### config.mk
export PLATFORM = sky130hd
export DESIGN_NAME = interrupt_ack_sequencer_flat
export DESIGN_NICKNAME = d
export VERILOG_FILES = /design/src/rtl/interrupt_ack_sequencer_pkg.sv /design/src/rtl/interrupt_ack_sequencer_if.sv /design/src/rtl/interrupt_ack_sequencer_priority_resolver.sv /design/src/rtl/interrupt_ack_sequencer.sv /design/src/flat_wrapper.sv
export SDC_FILE = /design/constraint.sdc
export NUM_CORES = 1
export LEC_CHECK = 0
export BUFFER_PORTS_ARGS = -buffer_cell sky130_fd_sc_hd__buf_2
export CAP_MARGIN = 0
export CORE_ASPECT_RATIO = 1.25
export CORE_UTILIZATION = 51
export DETAILED_ROUTE_END_ITERATION = 10
export PLACE_DENSITY = 0.86
export SLEW_MARGIN = 20
export SYNTH_ARGS = -nofsm -noshare
export SYNTH_HDL_FRONTEND = slang
export SYNTH_SLANG_ARGS = --single-unit
### constraint.sdc
create_clock -name i_clk -period 3.3 [get_ports i_clk]
set_clock_uncertainty 0.1 [all_clocks]
set_input_delay 0.33 -clock i_clk [delete_from_list [all_inputs] [get_ports i_clk]]
set_output_delay 0.33 -clock i_clk [all_outputs]
set_load 0.02 [all_outputs]
### src/rtl/interrupt_ack_sequencer_pkg.sv
// Shared types for the PIC acknowledge sequencer: state encoding,
// line count and vector byte assembly.
package interrupt_ack_sequencer_pkg;

    localparam int NUM_IR = 8;

    typedef enum logic [1:0] {
        ST_IDLE,
        ST_REQ,
        ST_ACK1,
        ST_ACK2
    } state_e;

    function automatic logic [7:0] make_vector(
        input logic [4:0] base,
        input logic [2:0] level
    );
        return {base, level};
    endfunction

endpackage

### src/rtl/interrupt_ack_sequencer_if.sv
// CPU-facing acknowledge bus: INTA strobe in, INT request and vector byte out.
interface interrupt_ack_sequencer_if;

    logic       inta_n;
    logic       int_out;
    logic [7:0] vector_out;
    logic       vector_oe;

    modport master (
        output inta_n,
        input  int_out,
        input  vector_out,
        input  vector_oe
    );

    modport slave (
        input  inta_n,
        output int_out,
        output vector_out,
        output vector_oe
    );

endinterface

### src/rtl/interrupt_ack_sequencer_priority_resolver.sv
// Fixed fully-nested priority: lowest-numbered pending line wins only if it
// outranks the highest-priority in-service level.
module priority_resolver
    import interrupt_ack_sequencer_pkg::*;
(
    input  logic [NUM_IR-1:0] i_pending,
    input  logic [NUM_IR-1:0] i_in_service,
    output logic              o_winner_valid,
    output logic [2:0]        o_winner_level,
    output logic [2:0]        o_highest_isr_level
);

    logic [2:0] w_pend_lvl;
    logic [2:0] w_isr_lvl;
    logic       w_pend_any;
    logic       w_isr_any;

    // Scan high to low so the lowest set index is left standing.
    always_comb begin
        w_pend_lvl = '0;
        w_isr_lvl  = '0;
        for (int i = NUM_IR - 1; i >= 0; i--) begin
            if (i_pending[i])    w_pend_lvl = 3'(i);
            if (i_in_service[i]) w_isr_lvl  = 3'(i);
        end
    end

    assign w_pend_any = |i_pending;
    assign w_isr_any  = |i_in_service;

    assign o_winner_valid      = w_pend_any &&
                                 (!w_isr_any || (w_pend_lvl < w_isr_lvl));
    assign o_winner_level      = w_pend_lvl;
    assign o_highest_isr_level = w_isr_lvl;

endmodule

### src/rtl/interrupt_ack_sequencer.sv
// INT/INTA handshake sequencer: resolves priority, owns the ISR, drives the
// vector byte and returns clear pulses to the request register.
module interrupt_ack_sequencer
    import interrupt_ack_sequencer_pkg::*;
#(
    parameter bit         SYNC_INTA      = 1'b1,
    parameter logic [2:0] SPURIOUS_LEVEL = 3'd7
) (
    input  logic                 i_clk,
    input  logic                 i_reset,
    input  logic [NUM_IR-1:0]    i_interrupt_req,
    input  logic [NUM_IR-1:0]    i_interrupt_mask,
    input  logic [4:0]           i_vector_base,
    input  logic                 i_auto_eoi,
    input  logic                 i_eoi_valid,
    input  logic                 i_eoi_specific,
    input  logic [2:0]           i_eoi_level,
    output logic [NUM_IR-1:0]    o_clear_ir_line,
    output logic [NUM_IR-1:0]    o_in_service_reg,
    interrupt_ack_sequencer_if.slave cpu
);

    state_e            r_state;
    state_e            w_state_nxt;
    logic              r_inta_s1;
    logic              r_inta_s2;
    logic              r_inta_prev;
    logic              r_rise_seen;
    logic              w_rise_seen_nxt;
    logic [2:0]        r_level;
    logic              r_spurious;
    logic [NUM_IR-1:0] r_isr;
    logic [NUM_IR-1:0] r_clear;
    logic [7:0]        r_vector;

    logic              w_inta;
    logic              w_fall;
    logic              w_rise;
    logic              w_first_ack;
    logic              w_second_ack;
    logic              w_release;
    logic [NUM_IR-1:0] w_pending;
    logic              w_win_valid;
    logic [2:0]        w_win_level;
    logic [2:0]        w_isr_level;
    logic [NUM_IR-1:0] w_isr_set;
    logic [NUM_IR-1:0] w_isr_clr;

    assign w_pending = i_interrupt_req & ~i_interrupt_mask;

    priority_resolver u_resolver (
        .i_pending           (w_pending),
        .i_in_service        (r_isr),
        .o_winner_valid      (w_win_valid),
        .o_winner_level      (w_win_level),
        .o_highest_isr_level (w_isr_level)
    );

    // Idle-high reset values keep the edge detector quiet out of reset.
    always_ff @(posedge i_clk) begin
        if (i_reset) begin
            r_inta_s1   <= 1'b1;
            r_inta_s2   <= 1'b1;
            r_inta_prev <= 1'b1;
        end else begin
            r_inta_s1   <= cpu.inta_n;
            r_inta_s2   <= r_inta_s1;
            r_inta_prev <= w_inta;
        end
    end

    assign w_inta = SYNC_INTA ? r_inta_s2 : cpu.inta_n;
    assign w_fall = r_inta_prev & ~w_inta;
    assign w_rise = ~r_inta_prev & w_inta;

    always_ff @(posedge i_clk) begin
        if (i_reset) begin
            r_state     <= ST_IDLE;
            r_rise_seen <= 1'b0;
        end else begin
            r_state     <= w_state_nxt;
            r_rise_seen <= w_rise_seen_nxt;
        end
    end

    always_comb begin
        w_state_nxt     = r_state;
        w_rise_seen_nxt = r_rise_seen;
        w_first_ack     = 1'b0;
        w_second_ack    = 1'b0;
        w_release       = 1'b0;
        unique case (r_state)
            ST_IDLE: begin
                if (w_win_valid) w_state_nxt = ST_REQ;
            end
            ST_REQ: begin
                if (w_fall) begin
                    w_first_ack     = 1'b1;
                    w_rise_seen_nxt = 1'b0;
                    w_state_nxt     = ST_ACK1;
                end
            end
            ST_ACK1: begin
                if (w_rise) begin
                    w_rise_seen_nxt = 1'b1;
                end else if (w_fall && r_rise_seen) begin
                    w_second_ack = 1'b1;
                    w_state_nxt  = ST_ACK2;
                end
            end
            ST_ACK2: begin
                if (w_rise) begin
                    w_release   = 1'b1;
                    w_state_nxt = ST_IDLE;
                end
            end
            default: w_state_nxt = ST_IDLE;
        endcase
    end

    always_comb begin
        w_isr_set = '0;
        w_isr_clr = '0;
        if (w_first_ack && w_win_valid) w_isr_set[w_win_level] = 1'b1;
        if (i_eoi_valid) begin
            if (i_eoi_specific)  w_isr_clr[i_eoi_level] = 1'b1;
            else if (|r_isr)     w_isr_clr[w_isr_level] = 1'b1;
        end
        if (w_release && i_auto_eoi && !r_spurious) w_isr_clr[r_level] = 1'b1;
    end

    // Clear before set: a set on the same bit in the same cycle survives.
    always_ff @(posedge i_clk) begin
        if (i_reset) begin
            r_isr      <= '0;
            r_clear    <= '0;
            r_level    <= '0;
            r_spurious <= 1'b0;
            r_vector   <= '0;
        end else begin
            r_isr   <= (r_isr & ~w_isr_clr) | w_isr_set;
            r_clear <= w_isr_set;
            if (w_first_ack) begin
                r_level    <= w_win_valid ? w_win_level : SPURIOUS_LEVEL;
                r_spurious <= ~w_win_valid;
            end
            if (w_second_ack) r_vector <= make_vector(i_vector_base, r_level);
        end
    end

    assign cpu.int_out       = (r_state == ST_REQ);
    assign cpu.vector_oe     = (r_state == ST_ACK2);
    assign cpu.vector_out    = r_vector;
    assign o_clear_ir_line   = r_clear;
    assign o_in_service_reg  = r_isr;

endmodule

### src/flat_wrapper.sv
// flat-port wrapper written by rule: the top's interface ports become plain ports
module interrupt_ack_sequencer_flat import interrupt_ack_sequencer_pkg::*;
#(
    parameter bit         SYNC_INTA      = 1'b1,
    parameter logic [2:0] SPURIOUS_LEVEL = 3'd7
)
  (i_clk, i_reset, i_interrupt_req, i_interrupt_mask, i_vector_base, i_auto_eoi, i_eoi_valid, i_eoi_specific, i_eoi_level, o_clear_ir_line, o_in_service_reg, cpu_inta_n, cpu_int_out, cpu_vector_out, cpu_vector_oe);
  interrupt_ack_sequencer_if cpu_i ();
  input  logic i_clk;
  input  logic i_reset;
  input  logic [NUM_IR-1:0] i_interrupt_req;
  input  logic [NUM_IR-1:0] i_interrupt_mask;
  input  logic [4:0] i_vector_base;
  input  logic i_auto_eoi;
  input  logic i_eoi_valid;
  input  logic i_eoi_specific;
  input  logic [2:0] i_eoi_level;
  output logic [NUM_IR-1:0] o_clear_ir_line;
  output logic [NUM_IR-1:0] o_in_service_reg;
  input wire logic [$bits(cpu_i.inta_n)-1:0] cpu_inta_n;
  output wire logic [$bits(cpu_i.int_out)-1:0] cpu_int_out;
  output wire logic [$bits(cpu_i.vector_out)-1:0] cpu_vector_out;
  output wire logic [$bits(cpu_i.vector_oe)-1:0] cpu_vector_oe;
  assign cpu_i.inta_n = cpu_inta_n;
  assign cpu_int_out = cpu_i.int_out;
  assign cpu_vector_out = cpu_i.vector_out;
  assign cpu_vector_oe = cpu_i.vector_oe;
  interrupt_ack_sequencer #(.SYNC_INTA(SYNC_INTA), .SPURIOUS_LEVEL(SPURIOUS_LEVEL)) u_core (.i_clk(i_clk), .i_reset(i_reset), .i_interrupt_req(i_interrupt_req), .i_interrupt_mask(i_interrupt_mask), .i_vector_base(i_vector_base), .i_auto_eoi(i_auto_eoi), .i_eoi_valid(i_eoi_valid), .i_eoi_specific(i_eoi_specific), .i_eoi_level(i_eoi_level), .o_clear_ir_line(o_clear_ir_line), .o_in_service_reg(o_in_service_reg), .cpu(cpu_i));
endmodule
# Yosys cells after proc, flatten, opt, wreduce, memory -nomap -nowiden
# Cells that the tools add are included.
word_totals:
  ff_bits: 34
  input_bits: 30
  output_inout_bits: 26
  word_cells: 103
op_classes:
  magnitude_cmp: 9
  eq_ne: 9
  n_mux: 46
  n_bitwise: 11
  n_reduce_logical: 18
op_table:
  columns: ["cell", "n"]
  rows:
  - ["two-way mux 3 bit", 17]
  - ["two-way mux 8 bit", 5]
  - ["AND 8 bit", 2]
  - ["< comparator 3 x 4 -> 1 bit, second input constant", 4]
  - ["NOT 8 bit", 2]
  - ["bitwise OR 8 bit", 2]
  - ["OR reduction 8 bit", 2]
  - ["two-way mux 1 bit", 13]
  - ["demux 1 bit (select 3 bit)", 4]
  - ["greater-or-equal comparator 3 x 1 -> 1 bit, second input constant", 4]
  - ["two-way mux 2 bit", 5]
  - ["!= test 2 x 1 -> 1 bit, second input constant", 5]
  - ["logical AND 1 bit", 9]
  - ["case mux 2 bit (4 select lines)", 1]
  - ["AND reduction 5 bit", 1]
  - ["equality test 2 bit, second input constant", 2]
  - ["< comparator 3 bit", 1]
  - ["NOT 1 bit", 3]
  - ["AND reduction 3 bit", 1]
  - ["AND 1 bit", 2]
  - ["equality test 2 x 1 -> 1 bit, second input constant", 1]
  - ["logical NOT 1 bit", 2]
  - ["logical NOT 2 bit", 1]
  - ["!= test 2 bit, second input constant", 1]
  - ["3 further kinds", 3]

# Depth between registers and ports, before layout
logic_depth:
  depth_word: 20
  depth_mapped: 9
  ltp_nobuf: 9

# Modules after synthesis
# A second synthesis with hierarchy kept.
unflattened:
  hier_cells: 221
  hier_area_um2: 1813.0
by_module_without_submodules:
  columns: ["mod", "n_inst", "cells_each", "area_per_inst_um2", "seq_area_each_um2"]
  rows:
  - ["interrupt_ack_sequencer", 1, 186, 1582.8, 680.7]
  - ["priority_resolver", 1, 35, 230.2, 0.0]

# Least setup slack after synthesis
# Ideal clock, no wire load.
synth_path:
  kind: "register to register"
  startpoint: "register u_core.r_isr[0], in the netlist u_core.o_in_service_reg[0]"
  endpoint: "register u_core.r_level[0]"
  setup_ns: 0.119
  arrival_ns: 2.298
  required_time_ns: 3.081
  slack_ns: 0.783
  stages_incl_launch_ff: 8
  path_buffers: 1
  synth_period_minus_slack_ns: 2.517
  path_cell_list: "dfxtp_1 buf_6 or4_4 nand2b_1 ha_1 a221oi_2 o21ai_2 o221a_1"
synth_via:
  elab_chain_cells: 5
  word_cells_on_any_way: 7
  classes_between: "order compare (1); mux (2); reduce/logical (4)"
synth_rtl:
  columns: ["item", "line_no", "source"]
  rows:
  - ["start, declared", "interrupt_ack_sequencer.sv:32", "logic [NUM_IR-1:0] r_isr;"]
  - ["start signal, assigned", "interrupt_ack_sequencer.sv:141", "r_isr <= (r_isr & ~w_isr_clr) | w_isr_set;"]
  - ["two-way mux 3 bit or OR reduction 8 bit (tied branches)", "interrupt_ack_sequencer_priority_resolver.sv:24, interrupt_ack_sequencer_priority_resolver.sv:29", null]
  - ["< comparator 3 bit or logical NOT 1 bit (tied branches)", "interrupt_ack_sequencer_priority_resolver.sv:32", "(!w_isr_any || (w_pend_lvl < w_isr_lvl));"]
  - ["logical OR 1 bit *", "interrupt_ack_sequencer_priority_resolver.sv:32", null]
  - ["logical AND 1 bit *", "interrupt_ack_sequencer_priority_resolver.sv:31", "assign o_winner_valid = w_pend_any &&"]
  - ["two-way mux 3 bit *", "interrupt_ack_sequencer.sv:144", "r_level <= w_win_valid ? w_win_level : SPURIOUS_LEVEL;"]
  - ["end signal, assigned", "interrupt_ack_sequencer.sv:144", null]
  - ["end, declared", "interrupt_ack_sequencer.sv:30", "logic [2:0] r_level;"]
# Mark *: on every way between the ends. The rest lies on a longest branch, timed or not.
# A chain may end at the register's enable or synchronous reset.

# Worst setup path after layout
layout_path:
  startpoint: "register u_core.r_isr[1], in the netlist u_core.o_in_service_reg[1]"
  endpoint: "register u_core.r_level[0]"
layout_via:
  elab_chain_cells: 6
  word_cells_on_any_way: 8
  classes_between: "order compare (1); mux (3); reduce/logical (4)"
layout_rtl:
  columns: ["item", "line_no", "source"]
  rows:
  - ["two-way mux 3 bit (2 in a row)", "interrupt_ack_sequencer_priority_resolver.sv:24", "if (i_in_service[i]) w_isr_lvl = 3'(i);"]
  - ["< comparator 3 bit", "interrupt_ack_sequencer_priority_resolver.sv:32", null]
  - ["logical OR 1 bit *", "interrupt_ack_sequencer_priority_resolver.sv:32", null]
  - ["logical AND 1 bit *", "interrupt_ack_sequencer_priority_resolver.sv:31", null]
  - ["two-way mux 3 bit *", "interrupt_ack_sequencer.sv:144", null]
# Marked as above.

==> metrics.yaml <==
gr-total-overflow: 0
drive_gt1_share_pct: 26.9
cts_root_buf: "clkbuf_8"
synth_area_um2: 1920
ys_ff_latch: 34
yosys_most_used_dff: "dfxtp_1"
synth_area_leader_cell: "dfxtp_1"
cp_slowest_cell: "or4_4"
grt_pass1_wl_um: 8080
cts_hold_buf: 0
clock_sinks: 34
reg2reg_depth: 6
grt_usage_pct: 25.4
clock.fmax_mhz: 389
synth_top_area_share_pct: 35.4
crit_path_max_fanout: 9
ys_seq_area_share_pct: 35.4
ys_top_cells_by_count: "34 x dfxtp_1, 32 x nand2_1, 19 x nor2_1"
path_class: "reg2reg"
row_count: 24
yosysUniqueCellTypes: 55
setup_viol: 0
numCtsBuffers: 5
cp_num_buf_inv: 0
status: "finished, violations left"
grt_max_degree: 20
htreeDepth: 2
die_x_um: 56.9
period_minus_slack_ps: 2570
yosysMostFrequentCell: "dfxtp_1"
drtIter0Drc: 138
hold_path.class: "in2reg"
clkSlewWorstSetupHoldPaths_ps: 70
drt_pass1_iterations: 7
violations: "design-rule violations"
hp-start: "cpu_inta_n"
nets: 322
critical-path-top-delay-family: "compound AO/OA/AOI/OAI gates"
leakage_nw: 0.961
worst_ep_required_time_ps: 3380
regToRegSetupSlack_ps: 730
finalHoldViolations: 0
ys_warn_count: 0
rsz0062_at_grt: "false"
gp_congestion: 0.887
slew_headroom_pct: 66.1
syn2layout_area_growth_pct: 22.5
io_pins: 56
crit_start: "u_core.o_in_service_reg[1]$_SDFF_PP0_"
synth_area_leaders: "dfxtp_1 35%, nand2_1 6.3%, ha_1 4.6%"
cts_tree: "yes"
worst_setup_path_end_kind: "flop"
dp_hpwl_um: 3550
syn-num-nets: 266
drt-total-wl_um: 4850
start_kind: "flop"
avgRoutedWirePerCell_um: 14.9
drt-vias-per-instance: 6.09
power_density_nw_per_um2: 501
maxSlewViolCount: 0
syn_inst: 229
syn_area_per_cell_um2: 8.39
clk_path_buf_depth: 2
cts_resized: 0
io_buffers: 55
peakVddDrop_v: 0.000419
cap_violations: 0
synth_edf_count: 0
worst_skew_pair.late_latency_ps: 290
antenna_cells: 0
cts_setup_buffers: 0
path_depth: 6
cp.arrival_ps: 2660
crit_chain: "or4_4 > nand2b_1 > ha_1 > a221oi_2 > o21ai_2 > o221a_1"
drc: 4
vias: 1979
initial_utilization_pct: 54.2
dpl_cell_area_um2: 2210
cp_slowest_stage_delay_ps: 600
tns_ps: 0
synthArstFlopShare_pct: 0
fp.coreArea_um2: 3540
grt_pass1_vias: 1847
min_period_over_period_pct: 78.0
rr_startpoint: "u_core.o_in_service_reg[1]$_SDFF_PP0_"
final_area_um2: 2350
dieArea_um2: 4020
worst_slew_pin_slew_ps: 508
min_path_cells: 2
postRouteAntennaNets: 0
antenna_found_initial: 0
dieHeight_um: 70.6
==> power by group <==
| part | internal, mW | switching, mW |
|---|---|---|
| Sequential | 0.425 | 0.0195 |
| Clock | 0.303 | 0.161 |
| Combinational | 0.107 | 0.163 |
| Total | 0.834 | 0.343 |
==> per-layer routing <==
layer / track usage [%] / routed length [um] / up-vias
li1: - / - / 968
met4: 11.1 / 112 / 0
met1: 27.6 / 1920 / 937
met5: 0 / 0 / -
met3: 6.22 / 226 / 12
met2: 46.1 / 2590 / 62
==> cell families (layout without fill, tap and decap cells) <==
family	count (synthesis)	after routing	synth area share [%]
and+or+nand+nor	110	110	30.2
AOI/OAI and AO/OA	64	64	26.6
buffers and inverters	14	71	3.13
adders and majority gates	7	7	4.56
DFF	34	34	35.4
==> through the flow <==
| stage | setup WS (ps) | power (mW) | util, % | std cells | hold WS [ps] |
|---|---|---|---|---|---|
| after global routing | 554 | 1.23 | 66.4 | 325 | 106 |
| after CTS | 748 | 1.17 | 66.4 | 325 | 115 |
| after floorplan | 783 | 0.641 | - | 229 | 289 |
| after detailed placement | 773 | 0.712 | 62.5 | 317 | 299 |
| final | 726 | 1.18 | 66.4 | 325 | 114 |
| after global placement | 837 | 0.704 | 62.5 | 317 | 300 |
==> cells in the final DEF, fill, tap and decap left out, drive strengths merged, types with 6 or more instances in the layout <==
master,synthesis,final
a21oi,10,10
buf,2,55
dfxtp,34,34
ha,7,7
inv,7,7
nand2,32,32
nand2b,14,14
nor2,19,19
nor2b,7,7
nor3,7,7
o21ai,10,10
o22ai,6,6
==> worst register-to-register path, cell delays in order, from the launching register on <==
cell and delay (ps):
dfxtp_1 360, or4_4 600, nand2b_1 180, ha_1 310, a221oi_2 460, o21ai_2 200, o221a_1 270
==> worst paths after layout <==
check / end
hold / removal: u_core.r_inta_s1$_SDFF_PP1_
setup / recovery: u_core.r_level[0]$_SDFFE_PP0P_
setup reg to reg: u_core.r_level[0]$_SDFFE_PP0P_
hold reg to reg: u_core.r_inta_s2$_SDFF_PP1_
==> final cells by class <==
cell class	instances	area [um^2]
clock buffers	5	68.8
repair buffers	55	275
multi-input cells	181	1180
clock inverters	3	68.8
fillers	287	1190
well taps	39	48.8
flip-flops and latches	34	681
inverters	8	30.0
Note: power is estimated with default switching activity, not from simulation.
